**config.mk**
```make
export PLATFORM = sky130hd
export DESIGN_NAME = hazard_ctrl
export DESIGN_NICKNAME = d
export VERILOG_FILES = /design/src/rtl/hazard_pkg.sv /design/src/rtl/hazard_ctrl_fwd_sel.sv /design/src/rtl/hazard_ctrl.sv
export SDC_FILE = /design/constraint.sdc
export NUM_CORES = 1
export LEC_CHECK = 0
export ABC_CLOCK_PERIOD_IN_PS = 3790
export CAP_MARGIN = 20
export CELL_PAD_IN_SITES_DETAIL_PLACEMENT = 1
export CELL_PAD_IN_SITES_GLOBAL_PLACEMENT = 1
export CORE_ASPECT_RATIO = 0.75
export CORE_MARGIN = 2
export CORE_UTILIZATION = 43
export DETAILED_ROUTE_END_ITERATION = 6
export HOLD_SLACK_MARGIN = 0.12
export PLACE_DENSITY = 0.9
export SETUP_SLACK_MARGIN = 0.1
export SLEW_MARGIN = 30
export SYNTH_ARGS = -nofsm -noshare
export SYNTH_HDL_FRONTEND = slang
export SYNTH_HIERARCHICAL = 1
export SYNTH_SLANG_ARGS = --single-unit
```
**constraint.sdc**
```tcl
create_clock -name clk -period 3.79 [get_ports clk]
set_input_delay 0.758 -clock clk [delete_from_list [all_inputs] [get_ports clk]]
set_output_delay 0.758 -clock clk [all_outputs]
set_load 0.02 [all_outputs]
```
**src/rtl/hazard_pkg.sv**
```systemverilog
// hazard_pkg: shared types and constants for the pipeline hazard controller.
//   fwd_t       - EX operand select encodings (ID/EX bus, EX/MEM result, MEM/WB value)
//   state_t     - control FSM states
//   sb_entry_t  - one scoreboard slot shadowing an instruction in EX, MEM or WB
//   NOP         - instruction word loaded into IF/ID on a squash
//   writes_reg  - true when a scoreboard slot will write a given non-zero register
package hazard_pkg;

  typedef enum logic [1:0] {
    FWD_REG = 2'b00,
    FWD_MEM = 2'b01,
    FWD_WB  = 2'b10
  } fwd_t;

  typedef enum logic {
    ST_RUN   = 1'b0,
    ST_STALL = 1'b1
  } state_t;

  typedef struct packed {
    logic       valid;
    logic       reg_wr;
    logic       load;
    logic       branch;
    logic [4:0] rw;
    logic [4:0] rs;
    logic [4:0] rt;
    logic       uses_rs;
    logic       uses_rt;
  } sb_entry_t;

  localparam logic [31:0] NOP = 32'h0;

  // Register 0 is hardwired to zero, so it is never a hazard or a forward source.
  function automatic logic writes_reg(input sb_entry_t e, input logic [4:0] r);
    return e.valid & e.reg_wr & (e.rw == r) & (r != 5'd0);
  endfunction

endpackage

```
**src/rtl/hazard_ctrl_fwd_sel.sv**
```systemverilog
// fwd_sel: operand-forwarding select for one EX-stage ALU input.
//   src    - source register read by the instruction in EX
//   uses   - the EX instruction actually reads src
//   mem_e  - scoreboard slot for the instruction in MEM
//   wb_e   - scoreboard slot for the instruction in WB
//   sel    - FWD_MEM if MEM produces src, else FWD_WB if WB does, else FWD_REG
module fwd_sel
  import hazard_pkg::*;
(
  input  logic [4:0] src,
  input  logic       uses,
  input  sb_entry_t  mem_e,
  input  sb_entry_t  wb_e,
  output logic [1:0] sel
);

  // A load sitting in MEM with a consumer in EX cannot occur: the load-use
  // stall always separates them by one slot, so no load check is needed here.
  always_comb begin
    sel = FWD_REG;
    if (uses && writes_reg(mem_e, src)) begin
      sel = FWD_MEM;
    end else if (uses && writes_reg(wb_e, src)) begin
      sel = FWD_WB;
    end
  end

  // Slot fields that carry no forwarding information for this operand.
  logic unused_fields;
  assign unused_fields = ^{mem_e.load, mem_e.branch, mem_e.rs, mem_e.rt,
                           mem_e.uses_rs, mem_e.uses_rt,
                           wb_e.load, wb_e.branch, wb_e.rs, wb_e.rt,
                           wb_e.uses_rs, wb_e.uses_rt};

endmodule

```
**src/rtl/hazard_ctrl.sv**
```systemverilog
// hazard_ctrl: hazard controller for the five-stage CPU.
// Keeps a shadow scoreboard of EX/MEM/WB, produces forwarding selects, a
// one-cycle load-use stall and a two-slot squash on a taken branch.
//   clk, reset            - CPU clock (state moves on the falling edge), async active-high reset
//   id_rs, id_rt          - ID source registers; id_uses_rs/id_uses_rt say whether they are read
//   id_rw, id_reg_wr      - ID destination register and its write enable
//   id_load, id_branch    - ID instruction is lw / a conditional branch
//   ex_taken              - branch outcome from EX
//   fwd_a, fwd_b          - EX operand selects (see hazard_pkg::fwd_t)
//   pc_hold, ifid_hold    - freeze PC and IF/ID
//   ifid_flush            - load NOP into IF/ID
//   idex_bubble           - load all-zero control into ID/EX
//   stall_cnt, flush_cnt  - saturating counts of stall and flush cycles
module hazard_ctrl
  import hazard_pkg::*;
#(
  parameter int CNT_W = 16
) (
  input  logic             clk,
  input  logic             reset,
  input  logic [4:0]       id_rs,
  input  logic [4:0]       id_rt,
  input  logic             id_uses_rs,
  input  logic             id_uses_rt,
  input  logic [4:0]       id_rw,
  input  logic             id_reg_wr,
  input  logic             id_load,
  input  logic             id_branch,
  input  logic             ex_taken,
  output logic [1:0]       fwd_a,
  output logic [1:0]       fwd_b,
  output logic             pc_hold,
  output logic             ifid_hold,
  output logic             ifid_flush,
  output logic             idex_bubble,
  output logic [CNT_W-1:0] stall_cnt,
  output logic [CNT_W-1:0] flush_cnt
);

  state_t    state, next_state;
  sb_entry_t ex_e, mem_e, wb_e;
  sb_entry_t id_e;

  logic load_use;
  logic br_taken;

  always_comb begin
    id_e         = '0;
    id_e.valid   = 1'b1;
    id_e.reg_wr  = id_reg_wr;
    id_e.load    = id_load;
    id_e.branch  = id_branch;
    id_e.rw      = id_rw;
    id_e.rs      = id_rs;
    id_e.rt      = id_rt;
    id_e.uses_rs = id_uses_rs;
    id_e.uses_rt = id_uses_rt;
  end

  assign load_use = ex_e.load &
                    ((id_uses_rs & writes_reg(ex_e, id_rs)) |
                     (id_uses_rt & writes_reg(ex_e, id_rt)));
  assign br_taken = ex_taken & ex_e.valid & ex_e.branch;

  // A taken branch wins over a load-use stall: the stalled instruction is on
  // the wrong path and gets squashed anyway.
  always_comb begin
    next_state  = ST_RUN;
    pc_hold     = 1'b0;
    ifid_hold   = 1'b0;
    ifid_flush  = 1'b0;
    idex_bubble = 1'b0;
    if (br_taken) begin
      ifid_flush  = 1'b1;
      idex_bubble = 1'b1;
    end else begin
      unique case (state)
        ST_RUN: begin
          if (load_use) begin
            pc_hold     = 1'b1;
            ifid_hold   = 1'b1;
            idex_bubble = 1'b1;
            next_state  = ST_STALL;
          end
        end
        ST_STALL: next_state = ST_RUN;
        default:  next_state = ST_RUN;
      endcase
    end
  end

  always_ff @(negedge clk or posedge reset) begin
    if (reset) begin
      state <= ST_RUN;
    end else begin
      state <= next_state;
    end
  end

  always_ff @(negedge clk or posedge reset) begin
    if (reset) begin
      ex_e  <= '0;
      mem_e <= '0;
      wb_e  <= '0;
    end else begin
      wb_e  <= mem_e;
      mem_e <= ex_e;
      ex_e  <= idex_bubble ? sb_entry_t'('0) : id_e;
    end
  end

  always_ff @(negedge clk or posedge reset) begin
    if (reset) begin
      stall_cnt <= '0;
      flush_cnt <= '0;
    end else begin
      if (pc_hold && (stall_cnt != '1)) stall_cnt <= stall_cnt + CNT_W'(1);
      if (ifid_flush && (flush_cnt != '1)) flush_cnt <= flush_cnt + CNT_W'(1);
    end
  end

  fwd_sel u_fwd_a (
    .src   (ex_e.rs),
    .uses  (ex_e.uses_rs),
    .mem_e (mem_e),
    .wb_e  (wb_e),
    .sel   (fwd_a)
  );

  fwd_sel u_fwd_b (
    .src   (ex_e.rt),
    .uses  (ex_e.uses_rt),
    .mem_e (mem_e),
    .wb_e  (wb_e),
    .sel   (fwd_b)
  );

endmodule

```
==> qor.log <==
qor: synthesis.syn_nets 289
qor: timing.fin_worst_hold_slack 399 ps
qor: synthesis.syn-mean-instance-area 11.7 um2
qor: timing.worst_slew_margin_rel 0.677
qor: grt.grt.overflow.total 0
qor: critical_path.cp-end-kind primary output
qor: floorplan.core.rowCount 26
qor: clock_network.insertion_delay 360 ps
qor: route.drt-pass1-iter-count 4
qor: route.vias_per_cell 5.88
qor: clock_network.clk_pin_slew 70 ps
qor: finish.fillCellCount 655
qor: critical_path.crit_required 3030 ps
qor: min_path.min_path_type register to register
qor: route.wire_per_inst 29.3 um
qor: clock_network.tritoncts yes
qor: grt.global_route.usage.total 0.334
qor: timing.grt_setup_unrepaired true
qor: status.status complete, but fails checks
qor: critical_path.crit_fanout 4
qor: grt.grt_pass1_vias 3,212
qor: grt.grt_start_max_net_pins 29
qor: timing.setup_slack -902 ps
qor: synthesis.ys_warns 6
qor: placed_design.dp_hpwl 7460 um
qor: timing.timing.final.max_slew_violations 0
qor: finish.multi_input_logic_area 1690 um2
qor: route.drt_iter0_markers 186
qor: finish.finish.net_count 447
qor: critical_path.worstPathArrival 3930 ps
qor: timing.fin_worst_skew 17.9 ps
qor: finish.sequential_cell_area 1700 um2
qor: synthesis.syn_area 3080 um2
qor: timing.tightestPinTransition 480 ps
qor: power_and_ir_drop.power-per-cell-area 412 nW/um2
qor: power_and_ir_drop.static-leakage-power 2.51 nW
qor: timing.timing.final.setup_violations 43
qor: power_and_ir_drop.max-vdd-ir-drop 0.000361 V
qor: clock_network.cts_made_buffers 9
qor: clock_network.htreeDepth 3
qor: route.drt_drc_violations_left 0
qor: critical_path.kind_of_critical_path register to primary output
qor: floorplan.core_area 6860 um2
qor: placed_design.io_buffer_count 62
qor: floorplan.die_w 102 um
qor: clock_network.clock-sinks 68
qor: route.dr_total_vias 3,085
qor: finish.post_route_cells_drive_above_1_share 0.499
qor: clock_network.clockRootBuffer clkbuf_8
qor: finish.post-route-util 0.734
qor: route.antenna_left 0
qor: floorplan.num_io_pins 63
qor: floorplan.die_y 77.3 um
qor: clock_network.cts_max_path_buffers 2
qor: floorplan.starting_density_of_the_core 0.449
qor: synthesis.post_synth_inst_count 264
qor: timing.finalHoldViolCount 0
qor: critical_path.startpoint_type register
qor: finish.antenna_cells_inserted 0
qor: power_and_ir_drop.p_total 0.00208 W
qor: status.failed_checks negative setup slack
qor: route.routed_wirelength 15,400 um
qor: flow_run.drv_cap 0
qor: grt.grt_pass1_wl 19,100 um
qor: floorplan.design.die.area 7860 um2
qor: finish.synthToLayoutAreaGrowth 63.6%
qor: placed_design.place.gp.congestion 0.877
qor: timing.totalNegativeSetupSlack -14,360 ps
qor: grt.initial_antenna_violation_count 0
critical path: stages, from the launching register on:
cell     delay [ps]
dfrtn_1         470
and4b_2         340
nand3_2         110
nor4_2          180
a21oi_1          80
buf_4           170
nor2_4          190
buf_6           150
routing by layer:
layer  up-vias  global-route usage  part of all wire
met5         -              0.0210                 0
met4         0               0.151             0.046
met3        66              0.0966             0.068
met2       189               0.564              0.51
met1      1583               0.389              0.37
li1       1247                   -                 -
cells in the final DEF (no fill, tap or decap), types with 5 or more instances in the layout:
cell and n:
dfrtn_1 68, buf_4 68, buf_6 30, buf_2 29, and3_1 26, xor2_1 23
xnor2_1 22, nand3_1 18, nand2_1 11, xnor2_2 10, clkbuf_8 9, clkdlybuf4s50_1 9
nand4_1 8, dlymetal6s2s_1 7, clkbuf_2 6, nor3_1 5, nor3_4 5
metrics by stage:
stage / setup WS (ps) / std cells / instance area, um2
global route: -934 / 525 / 5040
CTS: -835 / 504 / 4710
floorplan: -445 / 264 / 3160
global placement: -909 / 478 / 4340
detailed placement: -1010 / 478 / 4340
finish: -902 / 525 / 5040
final timing paths:
check | start | to | slack [ps] | cells after the start
worst max-delay path | ex_e[19]$_DFF_NP0_ | ifid_hold | -900 | 7
worst min-delay path | mem_e[19]$_DFF_NP0_ | wb_e[19]$_DFF_NP0_ | 400 | 0
worst max register to register | stall_cnt[0]$_DFFE_NP0P_ | stall_cnt[14]$_DFFE_NP0P_ | 1330 | 8
worst min register to register | mem_e[19]$_DFF_NP0_ | wb_e[19]$_DFF_NP0_ | 400 | 0
max in group asynchronous | reset | stall_cnt[3]$_DFFE_NP0P_ | 730 | 3
min in group asynchronous | reset | ex_e[19]$_DFF_NP0_ | 2530 | 2
flip-flops by register name, summed over array words and instances (netlist names):
| register | count |
|---|---|
| stall_cnt | 16 |
| wb_e | 7 |
| state | 1 |
| ex_e | 21 |
| flush_cnt | 16 |
| mem_e | 7 |
layout make-up:
cell class                      count  share of cell area
Clock buffer                        9              0.0246
Multi-Input combinational cell    184               0.335
Timing Repair Buffer              154               0.254
Inverter                            5             0.00497
Clock inverter                      7              0.0196
Sequential cell                    68               0.338
Tap cell                           98              0.0243
repair_timing:
| action | CTS | global route |
|---|---|---|
| pin swaps | 13 | 12 |
| hold buffers | 0 | 0 |
| setup buffers | 11 | 22 |
| resized for setup | 185 | 89 |
| setup endpoints to repair | 94 | 80 |
power breakdown:
group | switching [W] | leakage, nW | internal, W
Combinational | 0.000269 | 1.54 | 0.000229
Sequential | 0.0000682 | 0.869 | 0.000792
Clock | 0.000344 | 0.110 | 0.000375
(Power assumes the default switching activity.)
